<file path="src/rtl/compress_pkg.sv">
// Shared types and width helpers for the compression-mode decision engine.
package compress_pkg;

   typedef enum logic [1:0] {IDLE, COLLECT, EVAL, HOLD} state_t;

   localparam int MODE_TOWER_BIT = 0;
   localparam int MODE_SENSE_BIT = 1;

   function automatic int slice_cnt_w(input int num_counter, input int num_slice);
      return $clog2(num_counter / num_slice + 1);
   endfunction

   function automatic int total_cnt_w(input int num_counter);
      return $clog2(num_counter + 1);
   endfunction

endpackage

</file>
<file path="src/rtl/slice_stat_acc.sv">
// Per-slice overflow / nonzero saturating counters; updates on the en cycle.
// No handshake of its own: the parent gates en with the accepted beat.
module slice_stat_acc #(
   parameter int CW = 3
) (
   input  logic          clk,
   input  logic          rst,
   input  logic          clr,
   input  logic          en,
   input  logic          inc_ovf,
   input  logic          inc_nz,
   output logic [CW-1:0] ovf,
   output logic [CW-1:0] nz
);

   always_ff @(posedge clk or posedge rst) begin
      if (rst) begin
         ovf <= '0;
         nz  <= '0;
      end else if (clr) begin
         ovf <= '0;
         nz  <= '0;
      end else if (en) begin
         if (inc_ovf && (ovf != '1)) ovf <= ovf + CW'(1);
         if (inc_nz && (nz != '1))   nz  <= nz + CW'(1);
      end
   end

endmodule

</file>
<file path="src/rtl/compress_engine.sv">
// Per-frame TowerEncoding / SketchSensing decision; Out_valid 2 cycles after last beat,
// result held under Out_ready backpressure. COMPRESS_STATS_EN adds handshake statistics counters.
module compress_engine
   import compress_pkg::*;
#(
   parameter int CNT_W         = 32,
   parameter int NUM_COUNTER   = 10,
   parameter int NUM_SLICE     = 2,
   parameter int THRESHOLD     = 20,
   parameter int TOWER_MAX_OVF = 1,
   parameter int SENSE_COL     = 3
) (
   input  logic                                  SYS_CLK,
   input  logic                                  RESET,
   input  logic [1:0]                            Mode,
   input  logic                                  Start,
   output logic                                  Busy,
   input  logic                                  In_valid,
   output logic                                  In_ready,
   input  logic [CNT_W-1:0]                      Counter,
   output logic                                  Out_valid,
   input  logic                                  Out_ready,
   output logic                                  Flag_TowerEncoding,
   output logic                                  Flag_SketchSensing,
   output logic [total_cnt_w(NUM_COUNTER)-1:0]   Overflow_cnt
`ifdef COMPRESS_STATS_EN
   ,
   output logic [31:0]                           Frame_cnt,
   output logic [31:0]                           Tower_pass_cnt,
   output logic [31:0]                           Sense_pass_cnt
`endif
);

   localparam int SLICE_LEN = NUM_COUNTER / NUM_SLICE;
   localparam int SC_W      = slice_cnt_w(NUM_COUNTER, NUM_SLICE);
   localparam int OVF_W     = total_cnt_w(NUM_COUNTER);
   localparam logic [OVF_W-1:0] LAST_IDX = OVF_W'(NUM_COUNTER - 1);

   generate
      if (NUM_COUNTER % NUM_SLICE != 0) begin : g_bad_cfg
         $error("NUM_COUNTER must be a multiple of NUM_SLICE");
      end
   endgenerate

   state_t           state;
   logic [1:0]       mode_q;
   logic [OVF_W-1:0] idx;
   logic [OVF_W-1:0] ovf_total;
   logic             beat, is_ovf, is_nz, frame_start;
   logic             tower_ok, sense_ok;
   logic [SC_W-1:0]  ovf_s [NUM_SLICE];
   logic [SC_W-1:0]  nz_s  [NUM_SLICE];

   assign beat        = In_valid & In_ready;
   assign is_ovf      = Counter > CNT_W'(THRESHOLD);
   assign is_nz       = |Counter;
   assign frame_start = (state == IDLE) && Start && (Mode != 2'b00);

   for (genvar s = 0; s < NUM_SLICE; s++) begin : g_slice
      slice_stat_acc #(.CW(SC_W)) u_acc (
         .clk     (SYS_CLK),
         .rst     (RESET),
         .clr     (frame_start),
         .en      (beat && ((int'(idx) / SLICE_LEN) == s)),
         .inc_ovf (is_ovf),
         .inc_nz  (is_nz),
         .ovf     (ovf_s[s]),
         .nz      (nz_s[s])
      );
   end

   always_comb begin
      tower_ok = 1'b1;
      sense_ok = 1'b1;
      for (int s = 0; s < NUM_SLICE; s++) begin
         if (int'(ovf_s[s]) > TOWER_MAX_OVF) tower_ok = 1'b0;
         if (int'(nz_s[s]) > SENSE_COL)      sense_ok = 1'b0;
      end
   end

   // Result registers load only in EVAL, so they keep the last frame's answer until the next one.
   always_ff @(posedge SYS_CLK or posedge RESET) begin
      if (RESET) begin
         state              <= IDLE;
         mode_q             <= '0;
         idx                <= '0;
         ovf_total          <= '0;
         Busy               <= 1'b0;
         In_ready           <= 1'b0;
         Out_valid          <= 1'b0;
         Flag_TowerEncoding <= 1'b0;
         Flag_SketchSensing <= 1'b0;
         Overflow_cnt       <= '0;
      end else begin
         case (state)
            IDLE: begin
               if (frame_start) begin
                  state     <= COLLECT;
                  mode_q    <= Mode;
                  idx       <= '0;
                  ovf_total <= '0;
                  Busy      <= 1'b1;
                  In_ready  <= 1'b1;
               end
            end
            COLLECT: begin
               if (beat) begin
                  ovf_total <= ovf_total + OVF_W'(is_ovf);
                  if (idx == LAST_IDX) begin
                     state    <= EVAL;
                     In_ready <= 1'b0;
                  end else begin
                     idx <= idx + OVF_W'(1);
                  end
               end
            end
            EVAL: begin
               Flag_TowerEncoding <= tower_ok & mode_q[MODE_TOWER_BIT];
               Flag_SketchSensing <= sense_ok & mode_q[MODE_SENSE_BIT];
               Overflow_cnt       <= ovf_total;
               Out_valid          <= 1'b1;
               state              <= HOLD;
            end
            HOLD: begin
               if (Out_ready) begin
                  Out_valid <= 1'b0;
                  Busy      <= 1'b0;
                  state     <= IDLE;
               end
            end
            default: state <= IDLE;
         endcase
      end
   end

`ifdef COMPRESS_STATS_EN
   always_ff @(posedge SYS_CLK or posedge RESET) begin
      if (RESET) begin
         Frame_cnt      <= '0;
         Tower_pass_cnt <= '0;
         Sense_pass_cnt <= '0;
      end else if (Out_valid && Out_ready) begin
         Frame_cnt <= Frame_cnt + 32'd1;
         if (Flag_TowerEncoding) Tower_pass_cnt <= Tower_pass_cnt + 32'd1;
         if (Flag_SketchSensing) Sense_pass_cnt <= Sense_pass_cnt + 32'd1;
      end
   end
`endif

endmodule

</file>
<file path="config.mk">
export PLATFORM = sky130hd
export DESIGN_NAME = compress_engine
export DESIGN_NICKNAME = d
export VERILOG_FILES = /design/src/rtl/compress_pkg.sv /design/src/rtl/slice_stat_acc.sv /design/src/rtl/compress_engine.sv
export SDC_FILE = /design/constraint.sdc
export NUM_CORES = 1
export LEC_CHECK = 0
export CORE_MARGIN = 2
export CORE_UTILIZATION = 50
export CTS_CLUSTER_SIZE = 16
export DETAILED_ROUTE_END_ITERATION = 8
export PLACE_DENSITY = 0.8
export SLEW_MARGIN = 20
export SYNTH_ARGS = -nofsm -noshare
export SYNTH_HDL_FRONTEND = slang
export SYNTH_SLANG_ARGS = --single-unit
</file>
<file path="constraint.sdc">
create_clock -name SYS_CLK -period 2.27 [get_ports SYS_CLK]
set_input_delay 0.454 -clock SYS_CLK [delete_from_list [all_inputs] [get_ports SYS_CLK]]
set_output_delay 0.454 -clock SYS_CLK [all_outputs]
set_load 0.01 [all_outputs]
</file>
; ---- Word-level counts from Yosys, hierarchy flattened
; Cells that the tools add are included.
[totals]
reg_bits = 33
in_bits = 39
out_inout_bits = 9
wordCells = 109
[op_classes]
add_sub_neg = 6
mux = 34
n_reduce_logical = 32
magnitude_cmp = 5
n_eq_ne = 14
bitwise = 3
n_div = 1
[op_table]
columns = op, count
row1 = $mux W3, 12
row2 = $div A5 B4 Y32 const B, 1
row3 = $eq A32 B2 Y1 const B, 1
row4 = $gt A32 B5 Y1 const B, 1
row5 = $logic_not A32 Y1, 1
row6 = $reduce_or A32 Y1, 1
row7 = $reduce_bool A2 Y1, 10
row8 = $mux W4, 4
row9 = $pmux W4 S2, 2
row10 = $add A3 B1 Y3 const B, 4
row11 = $ne A3 B3 Y1 const B, 4
row12 = $reduce_and A2 Y1, 6
row13 = $reduce_and A4 Y1, 3
row14 = $ne A2 B2 Y1 const B, 5
row15 = $logic_and A1 B1 Y1, 8
row16 = $mux W1, 8
row17 = $mux W2, 4
row18 = $pmux W2 S4, 1
row19 = $gt A3 B1 Y1 const B, 2
row20 = $gt A3 B2 Y1 const B, 2
row21 = $pmux W1 S2, 3
row22 = $reduce_and A3 Y1, 2
row23 = $add A4 B1 Y4, 1
row24 = $add A4 B1 Y4 const B, 1
row25 = 5 further kinds, 8

; ---- Longest topological paths before layout
; Gate-level depths: netlist (run 1).
[logic_depth]
ltp_word = 5
depth_mapped = 10

; ---- Cells and area by module
; Synthesis (run 1) repeated with hierarchy kept, for this count alone.
[hier_totals]
hier_cells = 208
area_unflattened_um2 = 2074.5
[by_module_without_submodules]
columns = mod, n_inst, area_each_um2, cells_each
row1 = compress_engine, 1, 1336.3, 144
row2 = slice_stat_acc, 2, 369.1, 32

; ---- Worst setup path after synthesis (run 1)
; No wires, ideal clock.
[synth_timing]
path_kind = input -> register
start = input Counter[20]
end = register ovf_total[1]
path_buffers = 0
arrival_time_ns = 2.112
cell_stages = 7
required_ns = 2.148
path_slack_ns = 0.036
cell_sequence = nor4_1 > nand2_1 > nor4_1 > inv_1 > ha_1 > ha_1 > a32o_1
[synth_between]
elab_chain_cells = 4
[synth_lines]
columns = element, line_no
row1 = "start, declared", compress_engine.sv:20  ; input logic [CNT_W-1:0] Counter,
row2 = $gt A32 B5 Y1, compress_engine.sv:55  ; assign is_ovf = Counter > CNT_W'(THRESHOLD);
row3 = $add A4 B1 Y4, compress_engine.sv:108  ; ovf_total <= ovf_total + OVF_W'(is_ovf);
row4 = $mux W4, compress_engine.sv:107  ; if (beat) begin
row5 = $pmux W4 S2, compress_engine.sv:95  ; case (state)
row6 = "end signal, assigned", compress_engine.sv:108
row7 = "end, declared", compress_engine.sv:48  ; logic [OVF_W-1:0] ovf_total;
; Every way passes these cells. The select of a mux whose other input is x is not followed.
; A chain may end at the register's enable or synchronous reset.

; ---- Worst setup path after layout (run 1)
; Same ends and word-level chain as after synthesis.

==> results of run 1 <==
==> logic make-up after synthesis <==
kind of cell,Yosys count
AND/OR/NAND/NOR,63
AO/OA/AOI/OAI,54
flip-flops,33
buffers and inverters,22
adder cells (fa/ha/maj),22
multiplexers,8
XOR/XNOR,1
==> synth_stat cells (2+ instances only) <==
cell	instances	area share
a21oi_1	18	0.045
a22o_1	3	0.013
a32o_1	2	0.010
clkbuf_1	3	0.0056
dfrtp_1	33	0.41
ha_1	22	0.14
inv_1	17	0.032
mux2_2	4	0.023
mux2i_1	3	0.015
nand2_1	18	0.034
nand3_1	9	0.023
nor2_1	7	0.013
nor3_1	5	0.013
nor4_1	10	0.031
o21a_1	3	0.011
o21ai_0	15	0.038
o221ai_1	2	0.0088
o22ai_1	2	0.0063
or2_2	2	0.0063
or3_1	6	0.019
==> area by class of cell <==
| cell class | instances | share of cell area |
|---|---|---|
| Clock inverter | 3 | 0.0227 |
| Multi-Input combinational cell | 148 | 0.402 |
| Tap cell | 48 | 0.0210 |
| Sequential cell | 33 | 0.289 |
| Timing Repair Buffer | 63 | 0.219 |
| Inverter | 17 | 0.0232 |
| Clock buffer | 5 | 0.0240 |
==> layer usage <==
layer,share of wire,wire length [um],GRT usage
met5,0,0,0
met2,0.48,2290,0.401
met4,0.021,100,0.0816
met1,0.41,1950,0.248
met3,0.084,396,0.0783
==> worst register-to-register path, cell delays in order (launching register included) <==
cell and delay, ns:
dfrtp_1 0.43, inv_1 0.11, ha_1 0.19, nor4b_2 0.21, a21oi_1 0.11, or3_1 0.42, or3_1 0.36, a21oi_1 0.14
==> path summary, 6_finish.rpt <==
| check | end | cells past startpoint | slack (ns) | start |
|---|---|---|---|---|
| setup / recovery | ovf_total[1] | 9 | 0.10 | Counter[20] |
| hold / removal | mode_q[1] | 2 | 0.48 | mode_q[1] |
| setup reg to reg | g_slice[1].u_acc.ovf[0] | 7 | 0.22 | idx[2] |
| hold reg to reg | mode_q[1] | 2 | 0.48 | mode_q[1] |
| max in group asynchronous | Busy | 3 | 1.43 | RESET |
| min in group asynchronous | g_slice[1].u_acc.nz[2] | 3 | 0.55 | RESET |
==> power breakdown <==
group	switching (mW)	leakage [nW]	internal [mW]
logic	0.0347	0.909	0.0591
registers	0.000000000000000107	0.435	0.588
clock network	0.226	0.0681	0.436
total	0.261	1.41	1.08
==> sequential cells by signal (all words and copies together) (netlist names) <==
| register | flops |
|---|---|
| Flag_SketchSensing | 1 |
| mode_q | 2 |
| idx | 4 |
| Overflow_cnt | 4 |
| In_ready | 1 |
| Busy | 1 |
| g_slice.u_acc.ovf | 6 |
| Out_valid | 1 |
| ovf_total | 4 |
| Flag_TowerEncoding | 1 |
| state | 2 |
| g_slice.u_acc.nz | 6 |
==> stage by stage <==
step	instance area, um2	setup WS (ns)	util	cells
2_1_floorplan	1990	0.0361	-	203
3_3_place_gp	2580	-0.397	0.690	304
3_5_place_dp	2580	-0.437	0.690	304
4_1_cts	2760	0.0110	0.736	314
5_1_grt	2860	-0.0140	0.764	317
6_report	2860	0.105	0.764	317
==> what timing repair did <==
item / CTS / global route
pin swaps: 5 / 12
setup endpoints to repair: 3 / 3
setup buffers: 2 / 3
resized for setup: 7 / 25
==> impl_metrics.json, run 1 <==
{
  "tightest_slew_ns": 0.502,
  "p_leak_nw": 1.41,
  "power_density_mw_per_mm2": 470,
  "hold_buffers": 0,
  "grt_pass1_vias": 1757,
  "hpwl_um": 3390,
  "cts_buffer_depth": 2,
  "fin_crit_sh": 0.954,
  "path_delay_family": "buffers and inverters",
  "ant_nets": 0,
  "root_buffer": "clkbuf_8",
  "routed_wirelength_um": 4740,
  "cp_cell_sequence": "clkdlybuf4s50_1 > nor4_2 > nand2_1 > nor4_2 > buf_4 > inv_4 > ha_4 > ha_1 > a32o_1",
  "grt_antenna_before_repair": 0,
  "die-area_mm2": 0.00451,
  "synth_compound_area_frac": 0.188,
  "synth-edff-count": 0,
  "grt-ovfl-total": 0,
  "min_path_type": "reg2reg",
  "clock_latency_ns": 0.30,
  "groute.usage.overall": 0.225,
  "final_cell_mix": "dfrtp_1, clkdlybuf4s50_1, ha_1",
  "cts_buffers": 5,
  "critPathRequiredTime_ns": 2.45,
  "slew_headroom": 0.663,
  "critPathCaptureType": "register",
  "final_common_cell": "dfrtp_1",
  "drc": 0,
  "vias_per_cell": 5.59,
  "hold_violations": 0,
  "cpMostUsedCell": "nor4_2",
  "async_flop_share": 1.00,
  "finalSetupTns_ns": 0,
  "synthesis.area_mm2": 0.00199,
  "io_pins": 48,
  "drive_gt1_frac": 0.175,
  "antenna_cells": 0,
  "cts_tree": "built",
  "crit_buf_inv": 3,
  "total_power_mw": 1.34,
  "die_y_um": 67.2,
  "nNetsFinal": 329,
  "place.gp.congestion": 0.748,
  "fill_cells": 271,
  "arrival_ns": 2.35,
  "path_clk_slew_ns": 0.07,
  "cp_max_fo": 2,
  "status": "finished, final reports clean",
  "synth_cell_types": 39,
  "max-cap-violations": 0,
  "seqCellArea_um2": 826,
  "synth_warnings": 0,
  "hold_ws_ns": 0.480,
  "fp.coreArea_mm2": 0.00374,
  "crit_type": "in2reg",
  "synth.area.mux_share": 0.0433,
  "fmax_ghz": 0.462,
  "grt_max_degree": 34,
  "ys_seq_area_frac": 0.414,
  "critPathMaxStageDelay_ns": 0.43,
  "vias": 1773,
  "synthSimpleGateAreaFrac": 0.169,
  "synthFlopType": "dfrtp_1",
  "cts_sinks": 33,
  "area_growth_syn_to_layout_pct": 43.5,
  "multiInputGateArea_mm2": 0.00115,
  "ir_drop_v": 0.000475,
  "min_period_ns": 2.17,
  "wl_per_cell_um": 15.0,
  "synth-seq-cells": 33,
  "setup_violations": 0,
  "synth_area_per_cell_um2": 9.82,
  "synth_top_family_by_area": "compound AO/OA/AOI/OAI gates",
  "row_count": 22,
  "htreeDepth": 2,
  "die_w_um": 67.2,
  "synth_xor_area_frac": 0.00439,
  "grt_pass1_wl_um": 7600,
  "slew_viol_final": 0,
  "initial_utilization": 0.533,
  "slowest_stage": "clkdlybuf4s50_1",
  "critPathLaunchType": "primary input",
  "port-buffer-count": 47,
  "finClkSkew_ns": 0.00679,
  "synth_nets": 264,
  "drtIter0Drc": 56,
  "drt_pass1_iterations": 4,
  "synthAdderAreaFrac": 0.138,
  "synthCells": 203
}
Note: power is estimated with default switching activity, not from simulation.
==> inputs of run 2 (changes only) <==
--- a/config.mk
+++ b/config.mk
@@ -9,6 +9,7 @@
 export CORE_UTILIZATION = 50
 export CTS_CLUSTER_SIZE = 16
 export DETAILED_ROUTE_END_ITERATION = 8
+export HOLD_SLACK_MARGIN = 0.03
 export PLACE_DENSITY = 0.8
 export SLEW_MARGIN = 20
 export SYNTH_ARGS = -nofsm -noshare
==> results of run 2 <==
Same layout as run 1: the final DEF is identical, and so are final timing and power.
